===== src/rtl/serial_tx_arbiter_if.sv =====
// Signal bundle between the two byte producers, the serial pins and serial_tx_arbiter.
// The arbiter uses the slave modport; the producers and the port side use master.
interface serial_tx_arbiter_if;
  logic [7:0] req0_data;
  logic       req0_wren;
  logic       req0_ready;
  logic [7:0] req1_data;
  logic       req1_wren;
  logic       req1_ready;
  logic       serial_ready_in;
  logic [7:0] serial_out;
  logic       serial_wren_out;
  logic [1:0] owner;

  modport master (
    output req0_data, req0_wren, req1_data, req1_wren, serial_ready_in,
    input  req0_ready, req1_ready, serial_out, serial_wren_out, owner
  );

  modport slave (
    input  req0_data, req0_wren, req1_data, req1_wren, serial_ready_in,
    output req0_ready, req1_ready, serial_out, serial_wren_out, owner
  );
endinterface


===== src/rtl/serial_tx_arbiter.sv =====
// Two-requester serial output arbiter: per-requester byte FIFOs feeding one serial port
// through a line-atomic round-robin grant (IDLE / OWN0 / OWN1).

module serial_tx_fifo #(
  parameter int DEPTH = 4
) (
  input  logic       clock,
  input  logic       reset_n,
  input  logic       push,
  input  logic [7:0] push_data,
  input  logic       pop,
  output logic [7:0] head,
  output logic       empty,
  output logic       ready
);
  localparam int AW = $clog2(DEPTH);
  localparam int CW = AW + 1;
  localparam logic [CW-1:0] FULL_COUNT = CW'(DEPTH);
  localparam logic [CW-1:0] CNT_ONE    = CW'(1);
  localparam logic [AW-1:0] PTR_ONE    = AW'(1);

  logic [7:0]    mem_q [DEPTH];
  logic [7:0]    mem_d [DEPTH];
  logic [AW-1:0] wr_ptr_q, wr_ptr_d;
  logic [AW-1:0] rd_ptr_q, rd_ptr_d;
  logic [CW-1:0] count_q, count_d;
  logic          push_ok;
  logic          pop_ok;

  // Ready comes from the registered count, so a full FIFO refuses a push even when popped.
  assign ready   = (count_q != FULL_COUNT);
  assign empty   = (count_q == '0);
  assign head    = mem_q[rd_ptr_q];
  assign push_ok = push && ready;
  assign pop_ok  = pop && !empty;

  always_comb begin
    mem_d    = mem_q;
    wr_ptr_d = wr_ptr_q;
    rd_ptr_d = rd_ptr_q;
    count_d  = count_q;
    if (push_ok) begin
      mem_d[wr_ptr_q] = push_data;
      wr_ptr_d        = wr_ptr_q + PTR_ONE;
    end
    if (pop_ok) begin
      rd_ptr_d = rd_ptr_q + PTR_ONE;
    end
    case ({push_ok, pop_ok})
      2'b10:   count_d = count_q + CNT_ONE;
      2'b01:   count_d = count_q - CNT_ONE;
      default: count_d = count_q;
    endcase
  end

  always_ff @(posedge clock) begin
    if (!reset_n) begin
      wr_ptr_q <= '0;
      rd_ptr_q <= '0;
      count_q  <= '0;
    end else begin
      wr_ptr_q <= wr_ptr_d;
      rd_ptr_q <= rd_ptr_d;
      count_q  <= count_d;
    end
    mem_q <= mem_d;
  end
endmodule

module serial_tx_arbiter #(
  parameter int DEPTH        = 4,
  parameter int MAX_LINE     = 64,
  parameter int IDLE_TIMEOUT = 16
) (
  input  logic                 clock,
  input  logic                 reset_n,
  serial_tx_arbiter_if.slave   bus
);
  localparam int BW = $clog2(MAX_LINE + 1);
  localparam int TW = $clog2(IDLE_TIMEOUT + 1);
  localparam logic [BW-1:0] MAX_LINE_C = BW'(MAX_LINE);
  localparam logic [BW-1:0] BYTE_ONE   = BW'(1);
  localparam logic [TW-1:0] TIMEOUT_C  = TW'(IDLE_TIMEOUT);
  localparam logic [TW-1:0] TOUT_ONE   = TW'(1);

  typedef enum logic [1:0] {
    IDLE = 2'd0,
    OWN0 = 2'd1,
    OWN1 = 2'd2
  } state_e;

  state_e        state_q, state_d;
  logic          last_owner_q, last_owner_d;
  logic [BW-1:0] byte_cnt_q, byte_cnt_d;
  logic [TW-1:0] tout_cnt_q, tout_cnt_d;
  logic [7:0]    serial_out_q, serial_out_d;
  logic          serial_wren_q, serial_wren_d;

  logic          pop0, pop1;
  logic          empty0, empty1;
  logic          ready0, ready1;
  logic [7:0]    head0, head1;
  logic          own_is1;
  logic          own_empty;
  logic          other_empty;
  logic [7:0]    own_head;
  logic          line_done;

  serial_tx_fifo #(.DEPTH(DEPTH)) u_fifo0 (
    .clock     (clock),
    .reset_n   (reset_n),
    .push      (bus.req0_wren),
    .push_data (bus.req0_data),
    .pop       (pop0),
    .head      (head0),
    .empty     (empty0),
    .ready     (ready0)
  );

  serial_tx_fifo #(.DEPTH(DEPTH)) u_fifo1 (
    .clock     (clock),
    .reset_n   (reset_n),
    .push      (bus.req1_wren),
    .push_data (bus.req1_data),
    .pop       (pop1),
    .head      (head1),
    .empty     (empty1),
    .ready     (ready1)
  );

  assign own_is1     = (state_q == OWN1);
  assign own_empty   = own_is1 ? empty1 : empty0;
  assign other_empty = own_is1 ? empty0 : empty1;
  assign own_head    = own_is1 ? head1 : head0;

  // last_owner_q = 1 means req1 held the port last, giving req0 priority on a tie.
  always_comb begin
    state_d       = state_q;
    last_owner_d  = last_owner_q;
    byte_cnt_d    = byte_cnt_q;
    tout_cnt_d    = tout_cnt_q;
    serial_out_d  = serial_out_q;
    serial_wren_d = 1'b0;
    pop0          = 1'b0;
    pop1          = 1'b0;
    line_done     = 1'b0;

    case (state_q)
      IDLE: begin
        byte_cnt_d = '0;
        tout_cnt_d = '0;
        if (!empty0 && (empty1 || last_owner_q)) begin
          state_d = OWN0;
        end else if (!empty1) begin
          state_d = OWN1;
        end
      end

      OWN0, OWN1: begin
        if (bus.serial_ready_in && !own_empty) begin
          pop0          = !own_is1;
          pop1          = own_is1;
          serial_out_d  = own_head;
          serial_wren_d = 1'b1;
          byte_cnt_d    = byte_cnt_q + BYTE_ONE;
          tout_cnt_d    = '0;
          line_done     = (own_head == 8'h0A) || (byte_cnt_d == MAX_LINE_C);
        end else if (bus.serial_ready_in && !other_empty) begin
          // Starvation only counts while the port could have taken a byte.
          tout_cnt_d = tout_cnt_q + TOUT_ONE;
          line_done  = (tout_cnt_d == TIMEOUT_C);
        end
        if (line_done) begin
          state_d      = IDLE;
          last_owner_d = own_is1;
        end
      end

      default: begin
        state_d = IDLE;
      end
    endcase
  end

  always_ff @(posedge clock) begin
    if (!reset_n) begin
      state_q       <= IDLE;
      last_owner_q  <= 1'b1;
      byte_cnt_q    <= '0;
      tout_cnt_q    <= '0;
      serial_out_q  <= 8'h00;
      serial_wren_q <= 1'b0;
    end else begin
      state_q       <= state_d;
      last_owner_q  <= last_owner_d;
      byte_cnt_q    <= byte_cnt_d;
      tout_cnt_q    <= tout_cnt_d;
      serial_out_q  <= serial_out_d;
      serial_wren_q <= serial_wren_d;
    end
  end

  assign bus.req0_ready      = ready0;
  assign bus.req1_ready      = ready1;
  assign bus.serial_out      = serial_out_q;
  assign bus.serial_wren_out = serial_wren_q;
  assign bus.owner           = (state_q == OWN0) ? 2'b01 :
                               (state_q == OWN1) ? 2'b10 : 2'b00;
endmodule

===== src/flat_wrapper.sv =====
// flat-port wrapper written by rule: the top's interface ports become plain ports
module serial_tx_arbiter_flat 
#(
  parameter int DEPTH        = 4,
  parameter int MAX_LINE     = 64,
  parameter int IDLE_TIMEOUT = 16
)
  (clock, reset_n, bus_req0_data, bus_req0_wren, bus_req1_data, bus_req1_wren, bus_serial_ready_in, bus_req0_ready, bus_req1_ready, bus_serial_out, bus_serial_wren_out, bus_owner);
  serial_tx_arbiter_if bus_i ();
  input  logic clock;
  input  logic reset_n;
  input wire logic [$bits(bus_i.req0_data)-1:0] bus_req0_data;
  input wire logic [$bits(bus_i.req0_wren)-1:0] bus_req0_wren;
  input wire logic [$bits(bus_i.req1_data)-1:0] bus_req1_data;
  input wire logic [$bits(bus_i.req1_wren)-1:0] bus_req1_wren;
  input wire logic [$bits(bus_i.serial_ready_in)-1:0] bus_serial_ready_in;
  output wire logic [$bits(bus_i.req0_ready)-1:0] bus_req0_ready;
  output wire logic [$bits(bus_i.req1_ready)-1:0] bus_req1_ready;
  output wire logic [$bits(bus_i.serial_out)-1:0] bus_serial_out;
  output wire logic [$bits(bus_i.serial_wren_out)-1:0] bus_serial_wren_out;
  output wire logic [$bits(bus_i.owner)-1:0] bus_owner;
  assign bus_i.req0_data = bus_req0_data;
  assign bus_i.req0_wren = bus_req0_wren;
  assign bus_i.req1_data = bus_req1_data;
  assign bus_i.req1_wren = bus_req1_wren;
  assign bus_i.serial_ready_in = bus_serial_ready_in;
  assign bus_req0_ready = bus_i.req0_ready;
  assign bus_req1_ready = bus_i.req1_ready;
  assign bus_serial_out = bus_i.serial_out;
  assign bus_serial_wren_out = bus_i.serial_wren_out;
  assign bus_owner = bus_i.owner;
  serial_tx_arbiter #(.DEPTH(DEPTH), .MAX_LINE(MAX_LINE), .IDLE_TIMEOUT(IDLE_TIMEOUT)) u_core (.clock(clock), .reset_n(reset_n), .bus(bus_i));
endmodule

===== config.mk =====
export PLATFORM = sky130hd
export DESIGN_NAME = serial_tx_arbiter_flat
export DESIGN_NICKNAME = d
export VERILOG_FILES = /design/src/rtl/serial_tx_arbiter_if.sv /design/src/rtl/serial_tx_arbiter.sv /design/src/flat_wrapper.sv
export SDC_FILE = /design/constraint.sdc
export NUM_CORES = 1
export LEC_CHECK = 0
export CORE_MARGIN = 1
export CORE_UTILIZATION = 55
export CTS_BUF_LIST = sky130_fd_sc_hd__clkbuf_8
export DETAILED_ROUTE_END_ITERATION = 6
export PLACE_DENSITY = 0.76
export REMOVE_ABC_BUFFERS = 1
export SLEW_MARGIN = 20
export SYNTH_ARGS = -nofsm -noshare
export SYNTH_HDL_FRONTEND = slang
export SYNTH_SLANG_ARGS = --single-unit

===== constraint.sdc =====
create_clock -name clock -period 3 [get_ports clock]
set_input_delay 0.6 -clock clock [delete_from_list [all_inputs] [get_ports clock]]
set_output_delay 0.6 -clock clock [all_outputs]
set_load 0.005 [all_outputs]

== Word level (Yosys, flattened, before mapping) ==
Index checks and enable logic that the tools add are counted.
Word-level totals
  ROM bits: 0
  register bits: 102
  bits in latches: 0
  memories kept: 0
  output and inout bits: 13
  memory bits (writable): 0
  logic and storage cells: 120
  input port bits: 21
Operators by class
  multipliers: 0
  magnitude comparators: 6
  reductions and logical operators: 29
  equal/unequal tests: 15
  shift operators: 0
  divide/modulo/power cells: 0
  muxes and demuxes: 36
  add/subtract/negate cells: 10
  bitwise operators: 4
Operators with widths (number)
  $bwmux 32: 2
  $mux 8: 7
  $bmux 8 s2: 2
  $demux 8 s2: 2
  $pmux 7 s2: 1
  $ge 3x3->1 const B: 4
  $not 2->3: 4
  $pmux 3 s2: 2
  $reduce_and 2->1: 6
  $mux 1: 10
  $mux 2: 5
  $mux 5: 2
  $pmux 5 s2: 1
  $logic_and 1x1->1: 9
  $ne 3x3->1 const B: 3
  $add 2x1->2 const B: 4
  $eq 8x4->1 const B: 1
  $add 7x1->7 const B: 1
  $eq 7x7->1 const B: 1
  $mux 7: 1
  $add 3x1->3 const B: 2
  $eq 2x1->1 const B: 3
  $eq 2x2->1 const B: 3
  $logic_not 3->1: 2
  other kinds (12): 22

== Longest topological paths before layout ==
  depth after elaboration: 11
  mapped depth: 12
  gate-level depth less buffers: 11

== Hierarchy ==
Synthesis repeated with hierarchy kept, for this count alone.
Second synthesis, totals
  cell total of the unflattened synthesis: 349
  area, all modules: 4672.0 um^2
Modules (own cells, without submodules)
  serial_tx_fifo: area an instance 1597.8 um^2, times used 2, seq. area each 1101.1 um^2, cells an instance 93
  serial_tx_arbiter: area an instance 1476.4 um^2, times used 1, seq. area each 480.5 um^2, cells an instance 163

== Least setup slack after synthesis ==
No wires, ideal clock.
  path type: register -> register
  start: reg u_core.state_q[0]
  end: reg u_core.u_fifo0.count_q[2]
  cell stages (with the launch flop): 13
  data required time: 2.929 ns
  path buffers: 1
  setup time: 0.071 ns
  arrival time: 2.530 ns
  period minus slack after synthesis: 2.600 ns
  slack: 0.400 ns
  cells stage by stage: dfxtp_1 > inv_1 > ha_1 > buf_2 > inv_1 > and2_1 > and3_1 > ha_1 > inv_1 > fa_1 > xor2_1 > or3_1 > a21oi_1
On the way
  longest elaborated chain between the ends: 9
  elaborated cells on any way between the ends: 14
  classes of those cells: 4 x eq/ne; 4 x mux; 6 x reduce/logical
Ends and longest elaborated chain
  start, declared: line serial_tx_arbiter.sv:92  | state_e state_q, state_d;
  start signal, assigned: line serial_tx_arbiter.sv:194  | state_q <= state_d;
  $eq 2x2->1 (*): line serial_tx_arbiter.sv:131  | assign own_is1 = (state_q == OWN1);
  net u_core.own_is1: line serial_tx_arbiter.sv:103  | logic own_is1;
  $mux 1: line serial_tx_arbiter.sv:132  | assign own_empty = own_is1 ? empty1 : empty0;
  $logic_not 1->1: line serial_tx_arbiter.sv:160  | if (bus.serial_ready_in && !own_empty) begin
  $logic_and 1x1->1: line serial_tx_arbiter.sv:160
  $mux 1: line serial_tx_arbiter.sv:160
  $mux 1 (*): line serial_tx_arbiter.sv:148  | case (state_q)
  $logic_and 1x1->1 (*): line serial_tx_arbiter.sv:35  | assign pop_ok = pop && !empty;
  net u_core.u_fifo0.pop_ok: line serial_tx_arbiter.sv:28  | logic pop_ok;
  $eq 2x1->1 or $eq 2x2->1 (tied branches): line serial_tx_arbiter.sv:49  | case ({push_ok, pop_ok})
  $pmux 3 s2 or $reduce_bool 2->1 (tied branches)
  end signal, assigned: line serial_tx_arbiter.sv:64  | count_q <= count_d;
  end, declared: line serial_tx_arbiter.sv:26  | logic [CW-1:0] count_q, count_d;
The timed path passes the listed nets; every way through them passes the cells marked *.
A chain may end at the register's enable or synchronous reset.

== Final worst setup path ==
  start: reg u_core.state_q[0]
  end: reg u_core.u_fifo1.count_q[2]
On the way
  longest elaborated chain between the ends: 9
  elaborated cells on any way between the ends: 13
  classes of those cells: 4 x eq/ne; 4 x mux; 5 x reduce/logical
Ends and longest elaborated chain (line)
  $eq 2x2->1: serial_tx_arbiter.sv:131, serial_tx_arbiter.sv:148
  $mux 1: serial_tx_arbiter.sv:132
  $logic_not 1->1: serial_tx_arbiter.sv:160
  $logic_and 1x1->1: serial_tx_arbiter.sv:160
  $mux 1: serial_tx_arbiter.sv:160
  $mux 1 (*): serial_tx_arbiter.sv:148
  $logic_and 1x1->1 (*): serial_tx_arbiter.sv:35
  net u_core.u_fifo1.pop_ok: serial_tx_arbiter.sv:28
  $eq 2x1->1 or $eq 2x2->1 (tied branches): serial_tx_arbiter.sv:49
  $pmux 3 s2 or $reduce_bool 2->1 (tied branches)
  end signal, assigned: serial_tx_arbiter.sv:64
  end, declared: serial_tx_arbiter.sv:26
Marks and branches as above.

==> impl_metrics.tcl <==
set metrics [dict create \
    startpoint_type "register" \
    synth.cell_area_um2 4510 \
    maxSlewHeadroom_pct 61.1 \
    synthTopCellsByArea "edfxtp_1, dfxtp_1, ha_1, mux2i_1, mux4_2" \
    cp.arrival_ns 3.01 \
    hold_path.class "reg2reg" \
    num_rows 32 \
    drive_gt1_share_pct 9.41 \
    p_sw_uw 1260 \
    grt-ovfl-total 0 \
    dp_slack_ns 0.140 \
    period_needed_ns 2.72 \
    power_density_nw_per_um2 717 \
    path_max_fanout 15 \
    hold_slack_ns 0.508 \
    power_uw 3670 \
    rsz0062_at_grt "false" \
    p_clk_share_pct 22.3 \
    setup_ws_ns 0.280 \
    first_pass_iters 7 \
    r2r_end "u_core.u_fifo1.count_q[2]$_SDFFE_PN0P_" \
    worstReg2RegStart "u_core.state_q[0]$_SDFFE_PN0P_" \
    max_freq_mhz 368 \
    post_cts_buffers 0 \
    ios 34 \
    io_buffers 33 \
    synth_top_cell_by_area "edfxtp_1" \
    grt_use_total_pct 21.6 \
    ff2ff_path_depth 9 \
    mostFrequentLayoutCells "edfxtp_1, dfxtp_1, nor2_1, clkdlybuf4s50_1, a21oi_1" \
    clock-sinks 102 \
    cp_num_cells 9 \
    p_int_uw 2410 \
    path_class "reg2reg" \
    path_buf_inv 2 \
    crit_start "u_core.state_q[0]$_SDFFE_PN0P_" \
    diodes 0 \
    die_w_um 92.5 \
    async_reset_ff_share_pct 0 \
    synth_area_per_cell_um2 12.4 \
    cts_made_buffers 9 \
    finalSetupTns_ns 0 \
    worst_pin_slew_ns 0.579 \
    grt_max_degree 20 \
    synth.top_cell.area_share_pct 42.7 \
    routed_wl_um 8540 \
    crit_chain "inv_1 -> ha_1 -> and3_1 -> ha_1 -> inv_1 -> fa_1 -> xor2_1 -> or3_1 -> a21oi_1" \
    core_area_um2 7810 \
    synth_edf_count 64 \
    ant_nets 0 \
    peakVddDrop_mv 0.419 \
    gp_congestion 0.868 \
    final_area_um2 5120 \
    antenna_found_initial 0 \
    dieArea_um2 8560 \
    maxCapViolCount 0 \
    final_max_slew_viol_count 0 \
    yosysSeqAreaShare_pct 59.5 \
    fin_worst_skew_ns 0.0196 \
    power_frac_comb_pct 31.1 \
    ys.flop_type "edfxtp_1" \
    synth_cell_types 52 \
    wl_per_cell_um 16.9 \
    period_share_pct 90.7 \
    setup_viol 0 \
    initial_core_util_pct 57.7 \
    dr.first_iter.drc_count 92 \
    post_cts_resized 0 \
    status "complete, no violations" \
    rrSetupSlack_ns 0.28 \
    cpMaxStageDelayCell "ha_1" \
    cts-root-buf "clkbuf_8" \
    drc 0 \
    synthCells 363 \
    clock_latency_ns 0.37 \
    seqPwrFrac_pct 46.5 \
    slowest_delay_ns 0.57 \
    crit_family "adder cells" \
    grt_pass1_wl_um 14000 \
    syn_to_final_growth_pct 13.7 \
    switching_share_pct 34.3 \
    vias_per_cell 5.80 \
    cts_buffer_depth 2 \
    fillCellCount 604 \
    dpl.hpwl_um 6060 \
    cp-endpoint "u_core.u_fifo1.count_q[2]$_SDFFE_PN0P_" \
    layout_commonest_cell "edfxtp_1" \
    ys_seq_elements 102 \
    p_leak_uw 0.00178 \
    final_nets 439 \
    grt_pass1_vias 2881 \
    cts.htree.levels 3 \
    cts_hold_buffers 0 \
    vias 2933 \
    place_area_um2 4940 \
    cts_tree "done" \
    final_hold_viol_count 0 \
    die_h_um 92.5 \
    clkSlewWorstSetupHoldPaths_ns 0.10 \
    yosysWarnings 0 \
    critPathCaptureType "register" \
    required_ns 3.29 \
]
worst min-delay path by stage:
stage | start | end | slack [ns] | depth (start not counted)
floorplan | u_core.byte_cnt_q[6]$_SDFFE_PN0P_ | u_core.byte_cnt_q[6]$_SDFFE_PN0P_ | 0.46 | 1
global placement | u_core.u_fifo0.count_q[2]$_SDFFE_PN0P_ | u_core.u_fifo0.count_q[2]$_SDFFE_PN0P_ | 0.48 | 2
detailed placement | u_core.byte_cnt_q[6]$_SDFFE_PN0P_ | u_core.byte_cnt_q[6]$_SDFFE_PN0P_ | 0.49 | 1
CTS | u_core.byte_cnt_q[6]$_SDFFE_PN0P_ | u_core.byte_cnt_q[6]$_SDFFE_PN0P_ | 0.51 | 1
global route | u_core.byte_cnt_q[6]$_SDFFE_PN0P_ | u_core.byte_cnt_q[6]$_SDFFE_PN0P_ | 0.55 | 1
finish | u_core.bus.serial_out[5]$_SDFFE_PN0P_ | u_core.bus.serial_out[5]$_SDFFE_PN0P_ | 0.51 | 2
worst register-to-register path: stages, from the launching register on:
cell	delay [ns]
dfxtp_1	0.39
inv_1	0.08
ha_1	0.57
and3_1	0.32
ha_1	0.21
inv_1	0.06
fa_1	0.43
xor2_1	0.15
or3_1	0.30
a21oi_1	0.15
cells in the mapped netlist, types with 8 or more instances:
cell      number
a21oi_1       22
a211oi_1       8
o21ai_0       10
nand2_1       20
inv_1         16
mux2i_1       16
dfxtp_1       38
o22ai_1        8
edfxtp_1      64
nor2_1        35
and3_1        12
nor3_1         8
ha_1          17
power by group through the flow:
stage | registers (uW) | logic, uW | clock network, uW
after global placement | 1730 | 1100 | 0
after global routing | 1730 | 1270 | 894
after floorplan | 1730 | 755 | 0
after CTS | 1710 | 1140 | 845
final | 1710 | 1140 | 820
after detailed placement | 1740 | 1130 | 0
layer usage:
layer | share of wire (%) | global-route usage [%] | vias to the layer above
li1 | - | - | 1419
met1 | 44 | 28.3 | 1426
met2 | 49 | 35.4 | 76
met3 | 5.1 | 4.76 | 12
met4 | 1.5 | 7.42 | 0
met5 | 0 | 0 | -
cells by family (layout without fill, tap and decap cells):
kind of cell             count (synthesis)  in the layout  share of synthesized area, %
AND/OR/NAND/NOR                        103            103                          11.4
buffers and inverters                   32             73                          3.19
multiplexers                            24             24                          7.72
flip-flops                             102            102                          59.5
adder cells (fa/ha/maj)                 19             19                          5.61
AO/OA/AOI/OAI                           73             73                          10.6
XOR/XNOR                                10             10                          1.94
registers in the layout (all words and copies together) (netlist names):
signal / cells
u_core.bus.serial_out: 8
u_core.bus.serial_wren_out: 1
u_core.byte_cnt_q: 7
u_core.last_owner_q: 1
u_core.state_q: 2
u_core.tout_cnt_q: 5
u_core.u_fifo0.count_q: 3
u_core.u_fifo0.mem_q: 32
u_core.u_fifo0.rd_ptr_q: 2
u_core.u_fifo0.wr_ptr_q: 2
u_core.u_fifo1.count_q: 3
u_core.u_fifo1.mem_q: 32
u_core.u_fifo1.rd_ptr_q: 2
u_core.u_fifo1.wr_ptr_q: 2
final cells by class:
type	count	area [um^2]	area share, %
clock buffer	9	124	2.42
sequential	102	2680	52.4
clock inverter	7	61.3	1.20
multi-input combinational	229	1680	32.8
inverter	17	63.8	1.25
tap	102	128	2.49
timing repair buffer	40	383	7.48
through the flow:
step                      cells  utilization (%)
after floorplan             348                -
after CTS                   506             65.6
final                       506             65.6
after detailed placement    490             63.2
after global placement      490             63.2
after global routing        506             65.6
No activity file was read; power rests on OpenSTA's default activity.
